[config.mk]
export PLATFORM = sky130hd
export DESIGN_NAME = nco_phase_accumulator
export DESIGN_NICKNAME = d
export VERILOG_FILES = /design/src/rtl/synth_pkg.sv /design/src/rtl/sine_lut_32.sv /design/src/rtl/nco_phase_accumulator.sv
export SDC_FILE = /design/constraint.sdc
export NUM_CORES = 1
export LEC_CHECK = 0
export CELL_PAD_IN_SITES_DETAIL_PLACEMENT = 1
export CELL_PAD_IN_SITES_GLOBAL_PLACEMENT = 2
export CORE_MARGIN = 2
export CORE_UTILIZATION = 33
export DETAILED_ROUTE_END_ITERATION = 7
export GPL_TIMING_DRIVEN = 1
export PLACE_DENSITY = 0.87
export SYNTH_ARGS = -nofsm -noshare
export SYNTH_HDL_FRONTEND = slang
export SYNTH_SLANG_ARGS = --single-unit
[constraint.sdc]
create_clock -name clk -period 3.5 [get_ports clk]
set_input_delay 0.525 -clock clk [delete_from_list [all_inputs] [get_ports clk]]
set_output_delay 0.525 -clock clk [all_outputs]
set_load 0.01 [all_outputs]
[src/rtl/synth_pkg.sv]
// Shared NCO constants, state encoding and the 32-entry sine wavetable.
// Build option: define NCO_INTERP_EN for linear interpolation between entries.
package synth_pkg;

    localparam int PHASE_W   = 32;
    localparam int IDX_W     = 5;
    localparam int SAMPLE_W  = 16;
    localparam int FRAC_W    = 16;
    localparam int LUT_DEPTH = 1 << IDX_W;

    typedef enum logic [1:0] {
        IDLE    = 2'd0,
        RUN     = 2'd1,
        RELEASE = 2'd2
    } nco_state_t;

    typedef logic [PHASE_W-1:0]         phase_t;
    typedef logic [IDX_W-1:0]           idx_t;
    typedef logic signed [SAMPLE_W-1:0] sample_t;

    // round(32767 * sin(2*pi*k/32))
    localparam sample_t SINE_LUT [LUT_DEPTH] = '{
        16'sd0,      16'sd6393,   16'sd12539,  16'sd18204,
        16'sd23170,  16'sd27245,  16'sd30273,  16'sd32137,
        16'sd32767,  16'sd32137,  16'sd30273,  16'sd27245,
        16'sd23170,  16'sd18204,  16'sd12539,  16'sd6393,
        16'sd0,      -16'sd6393,  -16'sd12539, -16'sd18204,
        -16'sd23170, -16'sd27245, -16'sd30273, -16'sd32137,
        -16'sd32767, -16'sd32137, -16'sd30273, -16'sd27245,
        -16'sd23170, -16'sd18204, -16'sd12539, -16'sd6393
    };

    function automatic idx_t idx_next(input idx_t i);
        return i + idx_t'(1);
    endfunction

    function automatic idx_t phase_idx(input phase_t p);
        return p[PHASE_W-1 -: IDX_W];
    endfunction

endpackage

[src/rtl/sine_lut_32.sv]
// Combinational dual-read sine wavetable: entry idx and its wrapped successor.
// The successor read feeds the NCO_INTERP_EN interpolation path.
module sine_lut_32
    import synth_pkg::*;
(
    input  logic [IDX_W-1:0]           idx,
    output logic signed [SAMPLE_W-1:0] a,
    output logic signed [SAMPLE_W-1:0] b
);

    always_comb begin
        a = SINE_LUT[idx];
        b = SINE_LUT[idx_next(idx)];
    end

endmodule

[src/rtl/nco_phase_accumulator.sv]
// Tick-driven 32-bit phase accumulator with click-free release into a sine wavetable.
// Build option: NCO_INTERP_EN adds linear interpolation and one extra output stage.
module nco_phase_accumulator
    import synth_pkg::*;
(
    input  logic                       clk,
    input  logic                       rst,
    input  logic                       sample_tick,
    input  logic [PHASE_W-1:0]         nco_increment_value,
    input  logic                       nco_mute,
    output logic signed [SAMPLE_W-1:0] sample_out,
    output logic                       sample_valid,
    output logic                       nco_active
);

    nco_state_t           state_q;
    nco_state_t           state_d;
    logic [PHASE_W-1:0]   phase_q;
    logic [PHASE_W-1:0]   phase_d;
    logic [PHASE_W:0]     phase_sum;
    logic                 carry;
    logic [IDX_W-1:0]     lut_idx;
    sample_t              lut_a;
    sample_t              lut_b;
    logic                 quiet;

    assign phase_sum = {1'b0, phase_q} + {1'b0, nco_increment_value};
    assign carry     = phase_sum[PHASE_W];

    always_comb begin
        state_d = state_q;
        phase_d = phase_q;
        if (sample_tick) begin
            unique case (state_q)
                IDLE: begin
                    if (!nco_mute) begin
                        state_d = RUN;
                        phase_d = phase_sum[PHASE_W-1:0];
                    end else begin
                        phase_d = '0;
                    end
                end
                RUN: begin
                    phase_d = phase_sum[PHASE_W-1:0];
                    if (nco_mute) begin
                        state_d = RELEASE;
                    end
                end
                RELEASE: begin
                    // Unmute wins over wrap so the waveform never jumps.
                    if (!nco_mute) begin
                        state_d = RUN;
                        phase_d = phase_sum[PHASE_W-1:0];
                    end else if (carry) begin
                        state_d = IDLE;
                        phase_d = '0;
                    end else begin
                        phase_d = phase_sum[PHASE_W-1:0];
                    end
                end
                default: begin
                    state_d = IDLE;
                    phase_d = '0;
                end
            endcase
        end
    end

    always_ff @(posedge clk) begin
        if (rst) begin
            state_q <= IDLE;
            phase_q <= '0;
        end else begin
            state_q <= state_d;
            phase_q <= phase_d;
        end
    end

    assign nco_active = (state_q != IDLE);
    assign lut_idx    = phase_idx(phase_q);
    assign quiet      = (state_q == IDLE);

    sine_lut_32 u_lut (
        .idx (lut_idx),
        .a   (lut_a),
        .b   (lut_b)
    );

`ifdef NCO_INTERP_EN
    logic                      s1_valid;
    sample_t                   s1_a;
    logic signed [SAMPLE_W:0]  s1_diff;
    logic [FRAC_W-1:0]         s1_frac;
    logic [2*SAMPLE_W+1:0]     prod;
    logic [SAMPLE_W-1:0]       step;
    logic                      unused_prod;

    always_ff @(posedge clk) begin
        if (rst) begin
            s1_valid <= 1'b0;
            s1_a     <= '0;
            s1_diff  <= '0;
            s1_frac  <= '0;
        end else begin
            s1_valid <= sample_tick;
            if (sample_tick) begin
                s1_a    <= quiet ? '0 : lut_a;
                s1_diff <= quiet ? '0 :
                           ({lut_b[SAMPLE_W-1], lut_b} -
                            {lut_a[SAMPLE_W-1], lut_a});
                s1_frac <= phase_q[PHASE_W-IDX_W-1 -: FRAC_W];
            end
        end
    end

    // Two's-complement product modulo 2^34 is exact for a 17x16 operand pair.
    assign prod = {{(SAMPLE_W+1){s1_diff[SAMPLE_W]}}, s1_diff} *
                  {{(SAMPLE_W+2){1'b0}}, s1_frac};
    assign step = prod[FRAC_W +: SAMPLE_W];
    assign unused_prod = ^{prod[2*SAMPLE_W+1:FRAC_W+SAMPLE_W],
                           prod[FRAC_W-1:0]};

    always_ff @(posedge clk) begin
        if (rst) begin
            sample_valid <= 1'b0;
            sample_out   <= '0;
        end else begin
            sample_valid <= s1_valid;
            if (s1_valid) begin
                sample_out <= s1_a + $signed(step);
            end
        end
    end
`else
    logic unused_b;

    assign unused_b = ^lut_b;

    always_ff @(posedge clk) begin
        if (rst) begin
            sample_valid <= 1'b0;
            sample_out   <= '0;
        end else begin
            sample_valid <= sample_tick;
            if (sample_tick) begin
                sample_out <= quiet ? '0 : lut_a;
            end
        end
    end
`endif

endmodule
# Word-level counts from Yosys, hierarchy flattened
# Memories as Yosys holds them, arrays and structs flattened.
# Index checks and enable logic that the tools add are counted.
dict set report op_classes {
  add_sub_neg 1
  n_lt_le_gt_ge 1
  n_eq_ne 5
  mux 12
  n_bitwise 1
  n_reduce_logical 3
}
# cell n
set ops {}
lappend ops {{$mux W32} 3}
lappend ops {{$pmux W32 S3} 1}
lappend ops {{$mux W16} 3}
lappend ops {{$add A32 B32 Y33} 1}
lappend ops {{$mux W2} 4}
lappend ops {{$ge A6 B6 Y1 const B} 1}
lappend ops {{$not A5 Y6} 1}
lappend ops {{$pmux W2 S3} 1}
lappend ops {{$ne A2 B2 Y1 const B} 2}
lappend ops {{$reduce_and A4 Y1} 1}
lappend ops {{$ne A3 B3 Y1 const B} 1}
lappend ops {{$eq A2 B1 Y1 const B} 1}
lappend ops {{$eq A2 B2 Y1 const B} 1}
lappend ops {{$logic_not A2 Y1} 1}
lappend ops {{$reduce_bool A2 Y1} 1}
dict set report word_totals {
  regBits 51
  rom_bits 512
  out_inout_bits 18
  word_cells 28
  memories 1
}
# memory words width rd rd_ports_with_merged_regs wr line_no
set memory_table {}
lappend memory_table {{(name not given)} 32 16 1 0 0 sine_lut_32.sv:12} ;# a = SINE_LUT[idx];

# Depth between registers and ports, before layout
dict set report logic_depth {
  ltp_word 5
  ltp_mapped 11
}

# By module
# Synthesis repeated with hierarchy kept, for this count alone.
dict set report hier_totals {
  hier_cells 750
  hier_area_um2 5521.5
}
# mod n_inst cells_each area_per_inst_um2 seq_area_each_um2
set modules_own_cells {}
lappend modules_own_cells {nco_phase_accumulator 1 436 3612.2 1021.0}
lappend modules_own_cells {sine_lut_32 1 314 1909.3 0.0}

# Worst setup path before layout
# No wires, ideal clock.
dict set report synth_path {
  path_type {input-to-reg}
  start {input port nco_increment_value[0]}
  end {register phase_q[20]}
  setup_ns 0.067
  arrival_ns 2.638
  required_ns 3.433
  setup_slack_ns 0.794
  cell_stages 11
  n_path_buf 1
  path_cell_list {ha_1 fa_1 a211oi_1 o211ai_1 nand3_1 a21oi_1 o41ai_4 and2_1 buf_4 nand2_1 a21oi_2}
}
dict set report synth_between {
  elab_chain_cells 4
}
# item line_no
set synth_rtl {}
lappend synth_rtl {{start: declaration} nco_phase_accumulator.sv:9} ;# input logic [PHASE_W-1:0] nco_increment_value,
lappend synth_rtl {{$add A32 B32 Y33 (*)} nco_phase_accumulator.sv:27} ;# assign phase_sum = {1'b0, phase_q} + {1'b0, nco_increment_value};
lappend synth_rtl {{$mux W32} nco_phase_accumulator.sv:54} ;# end else if (carry) begin
lappend synth_rtl {{$mux W32} nco_phase_accumulator.sv:51} ;# if (!nco_mute) begin
lappend synth_rtl {{$pmux W32 S3 (*)} nco_phase_accumulator.sv:34} ;# unique case (state_q)
lappend synth_rtl {{end signal: assignment} nco_phase_accumulator.sv:75} ;# phase_q <= phase_d;
lappend synth_rtl {{end: declaration} nco_phase_accumulator.sv:18} ;# logic [PHASE_W-1:0] phase_q;
# Every way passes the cells marked *; elsewhere a longest branch is shown, timed or not.
# A chain may end at the register's enable or synchronous reset.

# Worst setup path after layout
dict set report layout_path {
  start {input port nco_increment_value[0]}
  end {register phase_q[30]}
}
# Same word-level chain as after synthesis.

==> impl_metrics.toml <==
[timing]
finalHoldViolCount = 0
maxSlewHeadroom_pct = 56.1
fin_skew_ps = 5.37
period_share_pct = 91.1
period_minus_slack_ps = 3190
rsz_0062_raised_after_global_routing = "no"
max_slew.worst_pin.slew_ps = 657
tns_ps = 0
post_route_worst_setup_slack_ps = 313
maxClockFrequency_mhz = 314
timing.final.setup_violations = 0
slew_viol_final = 0

[power]
cellLeakagePower_nw = 1.99
ir_worst_vdd_mv = 0.174
power_frac_clock_pct = 28.8
power.internal_mw = 1.15
total_switching_power_mw = 0.604
power.combinational.fraction_pct = 34.9
switching_share_pct = 34.3
power.density_cell_area_nw_per_um2 = 351
power.share.sequential_pct = 36.3

[critical_path]
worst-endpoint-arrival_ps = 3380
startpoint_type = "primary input"
criticalPathCategory = "primary input to register"
worst_setup_path_end_kind = "register"
critical_path.max_fanout = 4
required_ps = 3700

[die]
die_w_microns = 116
rows = 41
io_pins = 54
start_util_pct = 33.5
core_region_area_sq_um = 12500
dieHeight_microns = 116
full_die_area_sq_um = 13600

[finish]
drive_above_1_share_pct = 5.73
final_common_cell = "a21oi_1"
antennaDiodeCount = 0
layout_common_cells = "a21oi_1, nand2_1, clkdlybuf4s50_1"
final_net_count = 668
synthToLayoutAreaGrowth_pct = 20.3

[clocking]
cts-resized-gates = 0
cts.hold.buffers_added = 0
post-cts-setup-buffers = 0
ctsRootBufferMaster = "clkbuf_16"
tritoncts_num_sinks = 51
cts_tree = "yes"
clkSlewWorstSetupHoldPaths_ps = 70
insertion_delay_ps = 300
cts-buffers-inserted = 5
cts.htree.levels = 2
clk_path_buf_depth = 2

[routing]
routed_wire_length_per_instance_microns = 16.6
detailedRoute.firstIterationViolations = 265
totalWireLength_mm = 12.7
avgViaCountPerCell = 5.41
drtPass1Iterations = 4
number_of_vias_after_detailed_routing = 4141
route.antenna.remaining_nets = 0
drt_drc_violations_left = 0

[placement]
dp.final_hpwl_mm = 9.56
pre_cts_slack_ps = 55.5
io_buffer_count = 53
place_congestion = 0.872

[synth]
synth.ff_latch_count = 51
postSynth.asyncResetShare_pct = 0
synth_edf_count = 0
yosys-top-cells-area = "dfxtp_1, ha_1, a21oi_1"
synth-main-ff-cell = "dfxtp_1"
syn_nets = 628
post-synth-top-area-cell = "dfxtp_1"
mappedNetlistArea_sq_um = 4170
synth_top_area_share_pct = 24.5
ys_warn_count = 0
mean_post_synth_cell_area_sq_um = 7.54
yosys.cell_types.count = 61
part_of_the_yosys_area_used_for_sequential_elements_pct = 24.5
postSynthCellCount = 553

[global_route]
first_pass_grt_wire_length_mm = 20.8
grt_overflow_total = 0
grt_use_total_pct = 19.4
antenna_found_initial = 0
first_global_vias = 4211
largest_net_degree_at_the_start_of_global_routing = 55

[min_path]
hold_path_class = "register to register"

[job]
drv.max_cap_violation_count = 0

[outcome]
result_of_the_run = "finished, final reports clean"
[logic make-up after synthesis]
family	share of synthesized area [%]
compound gates	32.2
flops	24.5
mux	0.990
fa+ha+maj	11.9
simple gates	19.1
xor+xnor	6.30
buf+inv	5.10
[routing by layer]
metal	GRT usage (%)	wire length (microns)	up-vias	share of wire [%]
li1	-	-	2107	-
met1	24.9	6180	1980	49
met2	33.7	6040	45	47
met3	3.68	362	9	2.8
met4	4.13	137	0	1.1
met5	0	0	-	0
[through the flow]
stage	hold slack (ps)	utilization, %	total power, mW	std cells	instance area [sq um]
after global placement	453	39.1	1.24	758	4870
after CTS	470	40.2	1.78	765	5020
after floorplan	445	-	1.08	553	4170
after global routing	490	40.2	1.87	765	5020
final	465	40.2	1.76	765	5020
after detailed placement	461	39.1	1.26	758	4870
[sequential cells by signal (all words and copies together) (netlist names)]
signal / count
phase_q: 32
sample_out: 16
sample_valid: 1
state_q: 2
[critical path: stages]
cell	delay, ps
clkdlybuf4s50_1	400
ha_1	230
fa_1	430
a211oi_1	340
o211ai_1	230
a21oi_1	260
o21ai_1	210
a211oi_1	300
o21bai_1	120
xor2_1	140
a22o_1	190
[cell type report]
| cell class | instances | area, sq um |
|---|---|---|
| well taps | 172 | 215 |
| repair buffers | 68 | 643 |
| flip-flops and latches | 51 | 1020 |
| fillers | 1535 | 7450 |
| clock inverters | 1 | 5.00 |
| multi-input cells | 452 | 2940 |
| clock buffers | 6 | 139 |
| inverters | 15 | 56.3 |
[power groups by stage]
stage               clock network, mW  logic [mW]  registers, mW
floorplan                           0       0.437          0.643
global placement                    0       0.594          0.649
detailed placement                  0       0.609          0.651
CTS                             0.527       0.614          0.638
global route                    0.546       0.683          0.642
finish                          0.506       0.614          0.638
[Yosys cell counts, drive strengths merged, types with 2 or more instances]
master / n
ha: 38
dfxtp: 51
a222oi: 3
and3: 3
a31oi: 11
nand2b: 6
a211oi: 5
nor3b: 2
buf: 11
nor2b: 2
a21o: 13
or2: 3
nand3b: 4
a41oi: 2
o21bai: 5
a22oi: 12
o211ai: 12
clkbuf: 24
mux2i: 3
a22o: 12
a211o: 2
nand4: 9
nor2: 42
a2bb2oi: 2
nand3: 22
xnor2: 19
nor3: 6
inv: 15
a21oi: 74
a32oi: 2
and2: 4
xor2: 11
nand2: 63
o21ai: 42
[final timing paths]
check | startpoint | to | slack [ps] | cells past startpoint
worst max-delay path | nco_increment_value[0] | phase_q[30] | 310 | 11
worst min register to register | sample_out[5] | sample_out[5] | 470 | 2
worst min-delay path | sample_out[5] | sample_out[5] | 470 | 2
worst max register to register | phase_q[0] | phase_q[30] | 650 | 10
Power figures use the tool's default switching activity.
